$ cat src/rtl/dmem_pkg.sv
// Shared types and lane helpers for the MEM-stage data-memory responder.
package dmem_pkg;

  typedef enum logic [1:0] {
    IDLE = 2'd0,
    WAIT = 2'd1,
    DONE = 2'd2
  } dmem_state_t;

  localparam logic [1:0] LANE0 = 2'd0;
  localparam logic [1:0] LANE1 = 2'd1;
  localparam logic [1:0] LANE2 = 2'd2;
  localparam logic [1:0] LANE3 = 2'd3;

  localparam logic [3:0] BE_NONE = 4'b0000;
  localparam logic [3:0] BE_WORD = 4'b1111;

  function automatic logic [3:0] lane_be(input logic [1:0] lane);
    logic [3:0] be;
    be = 4'b0001 << lane;
    return be;
  endfunction

  // Little-endian byte pick: lane 0 is bits [7:0].
  function automatic logic [7:0] lane_byte(input logic [31:0] word, input logic [1:0] lane);
    logic [7:0] b;
    case (lane)
      LANE0:   b = word[7:0];
      LANE1:   b = word[15:8];
      LANE2:   b = word[23:16];
      default: b = word[31:24];
    endcase
    return b;
  endfunction

endpackage

$ cat src/rtl/dmem_array.sv
// Word-organised data storage: synchronous byte-enabled write, asynchronous read.
module dmem_array #(
  parameter int DEPTH_WORDS = 64,
  localparam int IDX_W = $clog2(DEPTH_WORDS)
) (
  input  logic             clk,
  input  logic [3:0]       be,
  input  logic [IDX_W-1:0] addr,
  input  logic [31:0]      wdata,
  output logic [31:0]      rdata
);

  logic [31:0] mem [DEPTH_WORDS];

  // Contents are deliberately not reset.
  always_ff @(posedge clk) begin
    for (int b = 0; b < 4; b++) begin
      if (be[b]) mem[addr][8*b +: 8] <= wdata[8*b +: 8];
    end
  end

  assign rdata = mem[addr];

endmodule

$ cat src/rtl/dmem_responder.sv
// Multicycle data-memory responder: stalls the MEM stage for LATENCY cycles per
// access, then presents the registered load result for one DONE cycle.
//
//   state | meaning
//   IDLE  | no access in flight; a request stalls and arms the counter
//   WAIT  | access in flight, counter running down; request drop aborts
//   DONE  | result valid on ReadDataM, stall released; stores commit on exit
module dmem_responder
  import dmem_pkg::*;
#(
  parameter int DEPTH_WORDS = 64,
  parameter int LATENCY     = 2
) (
  input  logic        clk,
  input  logic        reset,
  input  logic        MemReqM,
  input  logic        MemWriteM,
  input  logic        ByteM,
  input  logic [31:0] ALUOutM,
  input  logic [31:0] WriteDataM,
  output logic [31:0] ReadDataM,
  output logic        StallM
);

  localparam int IDX_W = $clog2(DEPTH_WORDS);
  localparam int CNT_W = (LATENCY > 1) ? $clog2(LATENCY) : 1;

  dmem_state_t      state, state_nxt;
  logic [CNT_W-1:0] cnt;
  logic [31:0]      rdata_q;

  logic [IDX_W-1:0] idx;
  logic [1:0]       lane;
  logic [31:0]      mem_word;
  logic [31:0]      mem_wdata;
  logic [31:0]      load_val;
  logic [3:0]       mem_be;
  logic             enter_done;
  logic             unused_addr;

  assign idx         = ALUOutM[IDX_W+1:2];
  assign lane        = ALUOutM[1:0];
  assign unused_addr = ^ALUOutM[31:IDX_W+2];

  always_ff @(posedge clk or posedge reset) begin
    if (reset) state <= IDLE;
    else       state <= state_nxt;
  end

  // WAIT ends on the edge where the decrement brings cnt to zero, so the
  // IDLE cycle plus LATENCY-1 WAIT cycles give exactly LATENCY stall cycles.
  always_comb begin
    state_nxt = state;
    case (state)
      IDLE: begin
        if (MemReqM) state_nxt = (LATENCY == 1) ? DONE : WAIT;
      end
      WAIT: begin
        if (!MemReqM)                 state_nxt = IDLE;
        else if (cnt == CNT_W'(1))    state_nxt = DONE;
      end
      DONE:    state_nxt = IDLE;
      default: state_nxt = IDLE;
    endcase
  end

  always_comb begin
    StallM    = 1'b0;
    mem_be    = BE_NONE;
    mem_wdata = ByteM ? {4{WriteDataM[7:0]}} : WriteDataM;
    if (!reset) begin
      case (state)
        IDLE:    StallM = MemReqM;
        WAIT:    StallM = 1'b1;
        DONE: begin
          if (MemWriteM) mem_be = ByteM ? lane_be(lane) : BE_WORD;
        end
        default: StallM = 1'b0;
      endcase
    end
  end

  always_ff @(posedge clk or posedge reset) begin
    if (reset) begin
      cnt <= '0;
    end else begin
      case (state)
        IDLE:    if (MemReqM) cnt <= CNT_W'(LATENCY - 1);
        WAIT:    if (cnt != '0) cnt <= cnt - CNT_W'(1);
        default: cnt <= cnt;
      endcase
    end
  end

  assign enter_done = (state_nxt == DONE) && (state != DONE);
  assign load_val   = ByteM ? {24'h0, lane_byte(mem_word, lane)} : mem_word;

  always_ff @(posedge clk or posedge reset) begin
    if (reset)           rdata_q <= '0;
    else if (enter_done) rdata_q <= MemWriteM ? 32'h0 : load_val;
  end

  assign ReadDataM = rdata_q;

  dmem_array #(
    .DEPTH_WORDS(DEPTH_WORDS)
  ) u_array (
    .clk  (clk),
    .be   (mem_be),
    .addr (idx),
    .wdata(mem_wdata),
    .rdata(mem_word)
  );

endmodule
$ cat config.mk
export PLATFORM = sky130hd
export DESIGN_NAME = dmem_responder
export DESIGN_NICKNAME = d
export VERILOG_FILES = /design/src/rtl/dmem_pkg.sv /design/src/rtl/dmem_array.sv /design/src/rtl/dmem_responder.sv
export SDC_FILE = /design/constraint.sdc
export NUM_CORES = 2
export LEC_CHECK = 0
export CORE_MARGIN = 2
export CORE_UTILIZATION = 40
export CTS_CLUSTER_SIZE = 14
export DETAILED_ROUTE_END_ITERATION = 7
export DONT_BUFFER_PORTS = 1
export HOLD_SLACK_MARGIN = 0.05
export PLACE_DENSITY_LB_ADDON = 0.25
export SLEW_MARGIN = 20
export SYNTH_ARGS = -nofsm -noshare
export SYNTH_HDL_FRONTEND = slang
export SYNTH_SLANG_ARGS = --single-unit
$ cat constraint.sdc
create_clock -name clk -period 2.9 [get_ports clk]
set_clock_uncertainty 0.2 [all_clocks]
set_input_delay 0.58 -clock clk [delete_from_list [all_inputs] [get_ports clk]]
set_output_delay 0.58 -clock clk [all_outputs]
set_load 0.005 [all_outputs]
== Yosys cells after proc, flatten, opt, wreduce, memory -nomap -nowiden ==
Memory sizes are Yosys's and may differ from the RTL's.
Index checks and enable logic that the tools add are counted.

* $add $sub $neg: 1
* Eq/ne operators: 7
* Shift operators: 1
* Mux-type cells: 25
* Reductions and logical operators: 5

{| class="wikitable"
|+ Operators with widths
! operator !! number
|-
| 2-to-1 mux 32 bit || 3
|-
| case mux 8 bit (3 select lines) || 1
|-
| 2-to-1 mux 4 bit || 4
|-
| 2-to-1 mux 1 bit || 11
|-
| == test 2 bit (second input constant) || 3
|-
| 2-to-1 mux 2 bit || 3
|-
| == test 2 x 1 -> 1 bit (second input constant) || 2
|-
| zero test 2 bit || 2
|-
| inequality test 2 bit (second input constant) || 2
|-
| case mux 1 bit (2 select lines) || 2
|-
| case mux 2 bit (2 select lines) || 1
|-
| << shifter 1 x 2 -> 4 bit (first input constant) || 1
|-
| AND reduction 2 bit || 1
|-
| nonzero test 2 bit || 1
|-
| logical AND 1 bit || 1
|-
| subtractor 1 bit (second input constant) || 1
|}

* Register bits: 35
* Bits in writable memories: 2048
* Input bits: 69
* Output and inout port bits: 33
* Memories: 1

{| class="wikitable"
|+ Memory list
! name !! words !! bits a word !! read ports !! clocked after Yosys merged registers in !! write ports !! line !! text
|-
| u_array.mem || 64 || 32 || 1 || 0 || 1 || dmem_array.sv:13 || <nowiki>logic [31:0] mem [DEPTH_WORDS];</nowiki>
|}

== Depth between registers and ports, before layout ==
* Depth in word-level cells: 7
* Mapped depth: 14
* Mapped depth without buffers: 8

== Hierarchy ==
A second synthesis with hierarchy kept.

* Cell total of the unflattened synthesis: 4650
* Area, all modules: 80282.0 sq um

{| class="wikitable"
|+ Modules (own cells, without submodules)
! module !! times used !! cells each !! area each (sq um)
|-
| dmem_array || 1 || 4449 || 78358.9
|-
| dmem_responder || 1 || 201 || 1923.1
|}

== Worst setup path after synthesis ==
No wires, ideal clock.

* Kind: input port to flip-flop
* Start: input port ByteM
* End: memory u_array.mem[0][10] (data pin)
* Arrival: 3.720 ns
* Required time: 1.998 ns
* Setup slack: -1.722 ns
* Stages on the path: 4
* Path buffers: 3
* Cells stage by stage: clkbuf_1 > buf_1 > clkbuf_1 > o21ai_0

* Word-level cells in the longest chain between the ends: 1

{| class="wikitable"
|+ RTL lines
! what !! line !! text
|-
| from (decl) || dmem_responder.sv:18 || <nowiki>input logic ByteM,</nowiki>
|-
| 2-to-1 mux 32 bit || dmem_responder.sv:70 || <nowiki>mem_wdata = ByteM ? {4{WriteDataM[7:0]}} : WriteDataM;</nowiki>
|-
| named net mem_wdata[10] || dmem_responder.sv:35 || <nowiki>logic [31:0] mem_wdata;</nowiki>
|-
| to (decl) || dmem_array.sv:13 ||
|}

The timed path passes the listed nets, and every way through them passes these cells.

== Worst setup path in the final report ==
* Start: input port ALUOutM[4]
* End: register rdata_q[6], in the netlist ReadDataM[6]

* Word-level cells in the longest chain between the ends: 4

{| class="wikitable"
|+ RTL lines
! what !! line !! text
|-
| from (decl) || dmem_responder.sv:19 || <nowiki>input logic [31:0] ALUOutM,</nowiki>
|-
| memory (64 x 32 bit) * || - ||
|-
| case mux 8 bit (3 select lines) || dmem_pkg.sv:27 || <nowiki>case (lane)</nowiki>
|-
| 2-to-1 mux 32 bit * || dmem_responder.sv:96 || <nowiki>assign load_val = ByteM ? {24'h0, lane_byte(mem_word, lane)} : mem_word;</nowiki>
|-
| 2-to-1 mux 32 bit * || dmem_responder.sv:100 || <nowiki>else if (enter_done) rdata_q <= MemWriteM ? 32'h0 : load_val;</nowiki>
|-
| to (signal assigned) || dmem_responder.sv:100 ||
|-
| to (decl) || dmem_responder.sv:30 || <nowiki>logic [31:0] rdata_q;</nowiki>
|}

Mark *: on every way between the ends. The rest lies on a longest branch, timed or not.
A chain may end at the register's enable or synchronous reset.

==> metrics.txt <==
share of cells above drive strength 1=around 28%; CTS max path bufs=3; H-tree depth=4; Cell Pwr Density=about 650 mW/mm²; P&R area growth vs syn=22.3%; Tightest Hold Check Type=input port to flop; Hold WS=between 70 and 80 ps; DP Wirelength=about 190000 µm; Slew HR=-69.8%; max frequency=roughly 230 MHz; cell with the most instances after synthesis=edfxtp_1; CTS tree=yes; P_leak=between 30 and 40 nW; hold depth=4; CP required=between 3000 and 4000 ps; die area=about 0.21 mm²; FF-to-FF path depth=10; Clock Root Buffer=clkbuf_16; Core Rows=around 170; RSZ-0062 raised after global routing=true; GRT Total Usage=27.9%; Mean Syn Cell Area=17.6 µm²; CTS Buf Count=between 200 and 250; crit path buf inv count=2; Placer Congestion=around 0.95; endpoints failing hold=0; CORE AREA=0.202 mm²; Seq/Total Area, Yosys=between 70% and 80%; Initial Utilization=between 40% and 50%; Crit Path Category=input port to flop; synthesis-stage register bit count=2083; vias in the first global route=47900; worst-path cell chain=nor3b_4 -> buf_12 -> a22oi_1 -> a41oi_2 -> a21oi_2 -> o221ai_2 -> a2111oi_4 -> buf_4 -> o22ai_2 -> a211o_1; # clock sinks=2083; Tmin final=4390 ps; Worst-path clk slew=about 60 ps; number of flops mapped to enable cells by yosys=~2000; period utilisation layout=151%; Cells after Synth=between 4000 and 5000; FF-to-FF setup slack=-60 ps; # IOs=around 100; average routed wire per standard cell=between 30 and 40 µm; slowest CP cell=nor3b_4; max incr delay on CP=around 1600 ps; final WL=a little under 300000 µm; layout filler cell count=between 15000 and 20000; Setup violations, final=between 1500 and 2000; top post-synthesis cells by area=edfxtp_1 (76%), mux4_2 (4.1%), mux2i_1 (3.5%), a22oi_1 (1.7%), nor2_1 (1.6%); Die Wd=approximately 460 µm; Yosys cell types=79; total global routing overflow=0; Post-Route Utilization=between 40% and 50%; Synth top cells by count=edfxtp_1 (2048), nor2_1 (349), mux2i_1 (285), nand2_1 (210), a22oi_1 (182); Pwr Total=about 65 mW; failing checks=max-slew violations, negative setup slack; Peak VDD IR=0.603 mV; Detail Route Antenna Nets=0; CP Max Fanout=about 440; cell taking the most area after synthesis=edfxtp_1; pre-CTS setup slack=-1010 ps; outcome=finished, violations left; first-pass GRT wire length=between 300000 and 400000 µm; DRT iter0 DRCs=around 8000; DRC=0; CP Capture Type=flop; chip height=approximately 460 µm; port bufs=0; initial antenna violation count=20; Worst-Skew Late Latency=about 860 ps; Synth Cell Area=0.0814 mm²; CP top delay family=simple AND/OR/NAND/NOR gates; largest net degree at the start of global routing=around 440; Startpoint Class=input port; Slew @ Worst Pin=about 2500 ps; max-slew violation count=~180; drt via density=about 6; asr flop ratio synth=roughly 1.7%; critical path depth=10; 1st-pass router iterations=8; setup ws final=-1490 ps; via count=roughly 51000; nets=5487; top_reg_cell synth=edfxtp_1; YS warnings=0; top cell type's share of synthesized area=between 70% and 80%; Worst EP arrival=between 4000 and 5000 ps; Mapped Nets=4686; max cap viols=0
[layer usage]
layer / routed length (µm) / share of wire [%] / global-route usage [%]
met5: 213 / 0.072 / 0.597
met4: 17900 / 6.1 / 15.1
met3: 32600 / 11 / 6.89
met2: 133000 / 45 / 42.0
met1: 111000 / 38 / 37.3
[metrics by stage]
stage	cells	cell area (µm²)	setup TNS, ps
after floorplan	4617	81500	-267440
after global placement	7817	91400	-275490
after detailed placement	7817	91400	-269140
after CTS	8255	98800	-41.6
after global routing	8285	99500	-1130
final	8291	99500	-1014790
[cell families (layout without fill, tap and decap cells)]
| kind of cell | Yosys count | in the layout | share of synthesized area (%) |
|---|---|---|---|
| DFF | 2083 | 2083 | 76.6 |
| AOI/OAI and AO/OA | 937 | 937 | 8.15 |
| and+or+nand+nor | 713 | 714 | 3.83 |
| muxes | 536 | 536 | 9.05 |
| buffers and inverters | 348 | 1336 | 2.33 |
| other | 0 | 13 | 0 |
[worst paths after layout]
kind | from | to
worst max-delay path | ALUOutM[4] | ReadDataM[6]
worst min-delay path | ALUOutM[5] | ReadDataM[11]
worst max register to register | u_array.mem[57][7] | ReadDataM[7]
worst min register to register | cnt | state[0]
max in group asynchronous | reset | ReadDataM[11]
min in group asynchronous | reset | state[0]
[placed cells by master, fill, tap and decap left out, drive strengths merged, types with 10 or more instances in the layout]
cell	count
a211oi	15
a21oi	147
a221o	33
a221oi	129
a22o	53
a22oi	182
a31oi	24
and2	13
buf	872
bufinv	14
clkbuf	267
clkinv	106
dfrtp	35
diode	13
dlygate4sd3	30
edfxtp	2048
inv	38
mux2	102
mux2i	285
mux4	149
nand2	211
nand3	27
nand4	13
nor2	349
nor2b	12
nor3	15
nor4	13
o211ai	11
o21ai	145
o221ai	10
o22ai	98
[what timing repair did]
| action | in CTS | in global routing |
|---|---|---|
| pin swaps | 0 | 50 |
| buffers inserted | 1 | 19 |
| hold buffers | 37 | 3 |
| endpoints found under the hold margin | 1210 | 10 |
| setup endpoints to repair | 8 | 49 |
| gates resized for setup | 14 | 84 |
| cloned | 0 | 3 |
[area by class of cell]
cell class	instances	area, µm²	share of cell area [%]
flip-flops and latches	2083	62400	62.7
multi-input cells	2187	18000	18.1
repair buffers	904	8850	8.89
clock buffers	265	5560	5.59
well taps	2672	3340	3.36
clock inverters	135	1270	1.28
inverters	32	128	0.128
diodes	13	32.5	0.0327
[registers in the layout (all words and copies together) (netlist names)]
name / cells
u_array.mem: 2048
ReadDataM: 32
state: 2
cnt: 1
[worst reg2reg max path, stage by stage (launching register included)]
cell and delay, ps:
edfxtp_1 380, mux2_4 310, a221oi_4 370, o22ai_2 140, a211o_1 340, nor4_2 310, buf_4 170, mux2i_2 70
a221oi_2 360, buf_4 180, nand2_2 40
[where the power goes]
group / total [mW] / internal, mW / switching (mW)
logic: 4.29 / 1.68 / 2.61
clock network: 26.9 / 14.9 / 11.9
registers: 33.6 / 33.3 / 0.270
total: 64.8 / 50.0 / 14.8
(Power assumes the default switching activity.)
